===== src/rtl/pc_ctrl.sv =====
// Program-counter sequencer with stall, redirect, and a circular return-address stack.
// All state advances on the falling clock edge. An active-high reset clears the state asynchronously.
module pc_ctrl #(
  parameter int unsigned WIDTH     = 32,
  parameter int unsigned RESET_VEC = 0,
  parameter int unsigned STEP      = 4,
  parameter int unsigned RAS_DEPTH = 4
) (
  input  logic             clk_i,
  input  logic             rst_i,
  input  logic             start_i,
  input  logic             hd_i,
  input  logic             redirect_i,
  input  logic [WIDTH-1:0] target_i,
  input  logic             call_i,
  input  logic             ret_i,
  output logic [WIDTH-1:0] pc_o,
  output logic [WIDTH-1:0] pc_seq_o,
  output logic             valid_o,
  output logic             ras_empty_o,
  output logic             ras_full_o,
  output logic             ras_err_o
);

  localparam int unsigned PtrW = $clog2(RAS_DEPTH);
  localparam int unsigned CntW = PtrW + 1;
  localparam logic [WIDTH-1:0] ResetPc = WIDTH'(RESET_VEC);
  localparam logic [WIDTH-1:0] Step    = WIDTH'(STEP);
  localparam logic [CntW-1:0]  CntFull = CntW'(RAS_DEPTH);

  typedef enum logic [0:0] {StIdle, StRun} state_e;

  state_e            state_q;
  logic [WIDTH-1:0]  pc_q;
  logic              valid_q;
  logic              err_q;
  logic [CntW-1:0]   cnt_q;
  logic [PtrW-1:0]   top_q;
  logic [WIDTH-1:0]  ras_mem [RAS_DEPTH];

  logic              run;
  logic              do_push;
  logic [PtrW-1:0]   push_idx;
  logic [WIDTH-1:0]  pc_seq;

  always_comb begin
    run      = (state_q == StRun);
    do_push  = run && !hd_i && redirect_i && call_i;
    push_idx = top_q + PtrW'(1);
    pc_seq   = pc_q + Step;
  end

  always_ff @(negedge clk_i or posedge rst_i) begin
    if (rst_i) begin
      state_q <= StIdle;
      pc_q    <= ResetPc;
      valid_q <= 1'b0;
      err_q   <= 1'b0;
      cnt_q   <= '0;
      top_q   <= '0;
    end else begin
      unique case (state_q)
        StIdle: begin
          if (start_i) begin
            state_q <= StRun;
            pc_q    <= ResetPc;
            valid_q <= 1'b1;
          end
        end
        StRun: begin
          if (!hd_i) begin
            if (redirect_i) begin
              pc_q <= target_i;
              if (call_i) begin
                // When the stack is full, the push lands on the oldest slot.
                top_q <= push_idx;
                if (cnt_q != CntFull) cnt_q <= cnt_q + CntW'(1);
                else err_q <= 1'b1;
              end
            end else if (ret_i) begin
              if (cnt_q != '0) begin
                pc_q  <= ras_mem[top_q];
                top_q <= top_q - PtrW'(1);
                cnt_q <= cnt_q - CntW'(1);
              end else begin
                pc_q  <= pc_seq;
                err_q <= 1'b1;
              end
            end else begin
              pc_q <= pc_seq;
            end
          end
        end
        default: state_q <= StIdle;
      endcase
    end
  end

  // Entry storage needs no reset; only the count and pointer define validity.
  always_ff @(negedge clk_i) begin
    if (do_push) ras_mem[push_idx] <= pc_seq;
  end

  assign pc_o        = pc_q;
  assign pc_seq_o    = pc_seq;
  assign valid_o     = valid_q;
  assign ras_empty_o = (cnt_q == '0);
  assign ras_full_o  = (cnt_q == CntFull);
  assign ras_err_o   = err_q;

endmodule


===== config.mk =====
export PLATFORM = sky130hd
export DESIGN_NAME = pc_ctrl
export DESIGN_NICKNAME = d
export VERILOG_FILES = /design/src/rtl/pc_ctrl.sv
export SDC_FILE = /design/constraint.sdc
export NUM_CORES = 1
export LEC_CHECK = 0
export CAP_MARGIN = 20
export CORE_MARGIN = 4
export CORE_UTILIZATION = 45
export DETAILED_ROUTE_END_ITERATION = 12
export GPL_TIMING_DRIVEN = 0
export PLACE_DENSITY_LB_ADDON = 0.05
export SYNTH_ARGS = -nofsm -noshare
export SYNTH_HDL_FRONTEND = slang
export SYNTH_SLANG_ARGS = --single-unit

===== constraint.sdc =====
create_clock -name clk_i -period 6.95 [get_ports clk_i]
set_input_delay 1.39 -clock clk_i [delete_from_list [all_inputs] [get_ports clk_i]]
set_output_delay 1.39 -clock clk_i [all_outputs]
set_load 0.005 [all_outputs]

==> results of run 1 <==
==> how the worst min path moves through the flow <==
| stage | startpoint | depth (start not counted) | end |
|---|---|---|---|
| after global routing | ras_err_o | 1 | ras_err_o |
| after CTS | ras_err_o | 1 | ras_err_o |
| final | ras_err_o | 1 | ras_err_o |
| after floorplan | ras_err_o | 1 | ras_err_o |
| after global placement | ras_err_o | 1 | ras_err_o |
| after detailed placement | ras_err_o | 1 | ras_err_o |
==> metal layers <==
metal / vias to the layer above / wire length, um / GRT usage [%]
li1: 2855 / - / -
met1: 3245 / 10200 / 35.0
met2: 354 / 12500 / 42.5
met3: 52 / 2110 / 6.84
met4: 0 / 532 / 9.62
met5: - / 0 / 0
==> synth_stat cells (3+ instances only) <==
library cell / number / share of area (%)
sky130_fd_sc_hd__a21oi_1: 15 / 0.98
sky130_fd_sc_hd__o22ai_1: 3 / 0.25
sky130_fd_sc_hd__nor4_1: 4 / 0.33
sky130_fd_sc_hd__nor3_1: 9 / 0.59
sky130_fd_sc_hd__clkbuf_1: 17 / 0.83
sky130_fd_sc_hd__inv_1: 16 / 0.79
sky130_fd_sc_hd__nor2_1: 17 / 0.83
sky130_fd_sc_hd__o221a_2: 7 / 1.0
sky130_fd_sc_hd__a22oi_1: 4 / 0.39
sky130_fd_sc_hd__o21ai_0: 42 / 2.8
sky130_fd_sc_hd__o211ai_1: 3 / 0.29
sky130_fd_sc_hd__or3_1: 4 / 0.33
sky130_fd_sc_hd__buf_4: 5 / 0.49
sky130_fd_sc_hd__a32oi_1: 4 / 0.46
sky130_fd_sc_hd__nand2b_1: 4 / 0.33
sky130_fd_sc_hd__o31a_1: 4 / 0.46
sky130_fd_sc_hd__a22o_1: 8 / 0.92
sky130_fd_sc_hd__edfxtp_1: 128 / 50
sky130_fd_sc_hd__buf_1: 3 / 0.15
sky130_fd_sc_hd__and3_1: 8 / 0.65
sky130_fd_sc_hd__xnor2_1: 20 / 2.3
sky130_fd_sc_hd__nand3_1: 14 / 0.92
sky130_fd_sc_hd__mux4_2: 32 / 9.4
sky130_fd_sc_hd__o2bb2ai_1: 4 / 0.46
sky130_fd_sc_hd__a21o_1: 7 / 0.69
sky130_fd_sc_hd__xor2_1: 10 / 1.1
sky130_fd_sc_hd__nand2_1: 46 / 2.3
sky130_fd_sc_hd__o31ai_1: 3 / 0.29
sky130_fd_sc_hd__buf_2: 7 / 0.46
sky130_fd_sc_hd__dfrtn_1: 40 / 13
sky130_fd_sc_hd__ha_1: 5 / 0.82
sky130_fd_sc_hd__nand4_1: 10 / 0.82
sky130_fd_sc_hd__o221ai_1: 3 / 0.34
==> power by group <==
part	switching, mW	internal [mW]
sequential	0.114	1.26
combinational	0.605	0.653
clock	0.622	0.593
==> cell families after synthesis <==
kind of cell,Yosys count,synth area share (%)
fa+ha+maj,6,1.08
buf+inv,48,2.72
mux,35,9.84
simple gates,129,8.64
flops,168,63.4
xor+xnor,31,3.65
compound gates,120,10.7
==> through the flow <==
stage / hold WS [ns] / util (%) / std cells / TNS (ns)
after floorplan: 0.412 / - / 537 / 0
after global placement: 0.400 / 54.0 / 863 / -218.88
after detailed placement: 0.408 / 54.6 / 868 / -84.74
after CTS: 0.412 / 68.2 / 1123 / -3.93
after global routing: 0.443 / 69.9 / 1150 / -5.32
final: 0.403 / 69.9 / 1150 / -3.82
==> area by class of cell <==
type	instances	share of cell area (%)
repair buffers	235	18.1
inverters	15	0.516
clock buffers	18	3.87
multi-input cells	321	27.0
flip-flops and latches	168	41.6
well taps	220	2.37
clock inverters	142	5.19
plain buffers	31	1.33
==> sequential cells by signal (all words and copies together), names as in the netlist <==
| name | flops |
|---|---|
| cnt_q | 3 |
| ras_mem | 128 |
| run | 1 |
| top_q | 2 |
| valid_o | 1 |
| pc_o | 32 |
| ras_err_o | 1 |
==> repair_timing <==
action / CTS / global route
gates resized for setup: 184 / 13
pin swaps: 41 / 30
setup endpoints to repair: 121 / 26
setup buffers: 98 / 27
==> impl_metrics.csv, run 1 <==
group,metric,value,unit
route,detailed_routing_iteration_count_for_the_pre_antenna_repair_pass,7,
finish,most_common_cell_after_layout_fill_and_taps_aside,"sky130_fd_sc_hd__inv_1",
finish,final_nets,962,
global_route,grt_first_pass_wirelength,38600,um
setup_path,arrival,5.97,ns
timing,setup_viol,19,
setup_path,setup.worst_path.start,"pc_o[2]",
clock_tree,numClockSinks,168,
place,detailedPlace.worstSlack,-0.986,ns
setup_path,worstRegToRegCells,28,
route,viasPerCell,5.66,
setup_path,timing.critical_path.fanout_max,3,
global_route,grt_overflow_total,0,
setup_path,worst_setup_path_start_kind,"register",
setup_path,reg2reg_to,"pc_o[25]",
setup_path,crit_end,"pc_seq_o[25]",
setup_path,worst_path_dominant_cell_family,"simple AND/OR/NAND/NOR gates",
place,gp_congestion,0.845,
logic_synthesis,yosys_warnings,0,
run_status,failed_checks,"negative setup slack",
route,drt_iter0_markers,737,
die,die_width,138,um
logic_synthesis,post_synth_inst_count,537,
setup_path,timing.critical_path.slowest_stage_cell,"sky130_fd_sc_hd__dfrtn_1",
timing,max-slew-margin-rel,46.5,%
clock_tree,clock_insertion_delay_worst_skew,0.47,ns
finish,antennaDiodeCount,0,
power,cellPowerDensity,331,nW/um^2
logic_synthesis,postSynth.asyncResetShare,23.8,%
setup_path,timing.critical_path.cells,"buf_6 -> nand4_1 -> buf_4 -> or3_4 -> nor4_4 -> xor2_2 -> buf_2",
route,wl,25300,um
timing,slew_violations,0,
die,core_area,16600,um^2
finish,layout.cell_area.non_filler,11600,um^2
timing,timing.final.ws_setup,-0.410,ns
timing,hold_viol,0,
clock_tree,holdBufCountCts,0,
die,initial_core_util,45.9,%
run_status,run_status,"complete, but fails checks",
clock_tree,worst_setup_hold_path_clk_slew,0.05,ns
logic_synthesis,ys_seq_area_share,63.4,%
global_route,grt_max_degree,24,
global_route,grt_pass1_vias,6694,
finish,drive_above_1_share,32.7,%
timing,tightest_slew,0.803,ns
logic_synthesis,syn-cell-area,7640,um^2
logic_synthesis,syn_area_per_cell,14.2,um^2
setup_path,worst-endpoint-required,5.56,ns
finish,layout.cells.most_common_list,"141 x sky130_fd_sc_hd__inv_1, 128 x sky130_fd_sc_hd__edfxtp_1, 111 x sky130_fd_sc_hd__buf_4",
hold_path,timing.hold.worst.class,"register to register",
setup_path,r2r_slack,2.78,ns
setup_path,setup.worst_path.class,"register to output port",
route,route.vias.total,6506,
finish,multiInputGateArea,3150,um^2
setup_path,reg2reg_from,"pc_o[2]",
place,detailedPlacementHpwl,14800,um
setup_path,worst-path-stages,7,
logic_synthesis,synth_fp_nets,582,
clock_tree,cts-buffers-inserted,17,
route,routed_wire_length_per_instance,22.0,um
place,dpl-instance-area,9090,um^2
die,num_rows,47,
clock_tree,tritoncts,"yes",
logic_synthesis,postSynthRegisterBits,168,
power,p_leak,5.00,nW
clock_tree,clock-root-buffer,"sky130_fd_sc_hd__clkbuf_16",
logic_synthesis,yosysUniqueCellTypes,56,
place,port-buffer-count,106,
logic_synthesis,synth-main-ff-cell,"sky130_fd_sc_hd__edfxtp_1",
finish,final-seq-area,4840,um^2
clock_tree,cts_htree_levels,4,
run,maxCapViolCount,0,
die,number_of_placed_i_o_pins,107,
die,fp.dieArea,19100,um^2
setup_path,cpPeakStageDelay,0.46,ns
route,postRouteAntennaNets,0,
power,worst_ir_drop_on_vdd,0.220,mV
setup_path,critPathCaptureType,"output port",
clock_tree,clockBufferDepth,2,
timing,finalClockSkew,0.0699,ns
timing,grt_setup_unrepaired,"yes",
route,drc_errors,0,
logic_synthesis,post_synth_edffs,128,
finish,nFillCells,1165,
die,floorplan.die.height,138,um
finish,synthesis_to_layout_area_growth,52.2,%
global_route,track_usage,26.4,%
setup_path,critical_path.n_buffers_inverters,3,
power,total_power,3.85,mW
global_route,initial_antenna_violation_count,0,
Note: power is estimated with default switching activity, not from simulation.
==> run 2, diff against run 1 <==
--- a/config.mk
+++ b/config.mk
@@ -9,6 +9,7 @@
 export CORE_MARGIN = 4
 export CORE_UTILIZATION = 45
 export DETAILED_ROUTE_END_ITERATION = 12
+export GPL_ROUTABILITY_DRIVEN = 0
 export GPL_TIMING_DRIVEN = 0
 export PLACE_DENSITY_LB_ADDON = 0.05
 export SYNTH_ARGS = -nofsm -noshare
==> results of run 2 <==
The final DEF is identical to that of run 1; final timing and power are the same.
==> run 3, diff against run 2 <==
--- a/config.mk
+++ b/config.mk
@@ -8,6 +8,8 @@
 export CAP_MARGIN = 20
 export CORE_MARGIN = 4
 export CORE_UTILIZATION = 45
+export CTS_BUF_LIST = sky130_fd_sc_hd__clkbuf_4 sky130_fd_sc_hd__clkbuf_8 sky130_fd_sc_hd__clkbuf_16
+export CTS_CLUSTER_SIZE = 16
 export DETAILED_ROUTE_END_ITERATION = 12
 export GPL_ROUTABILITY_DRIVEN = 0
 export GPL_TIMING_DRIVEN = 0
==> results of run 3 <==
The final DEF is identical to that of run 1; final timing and power are the same.
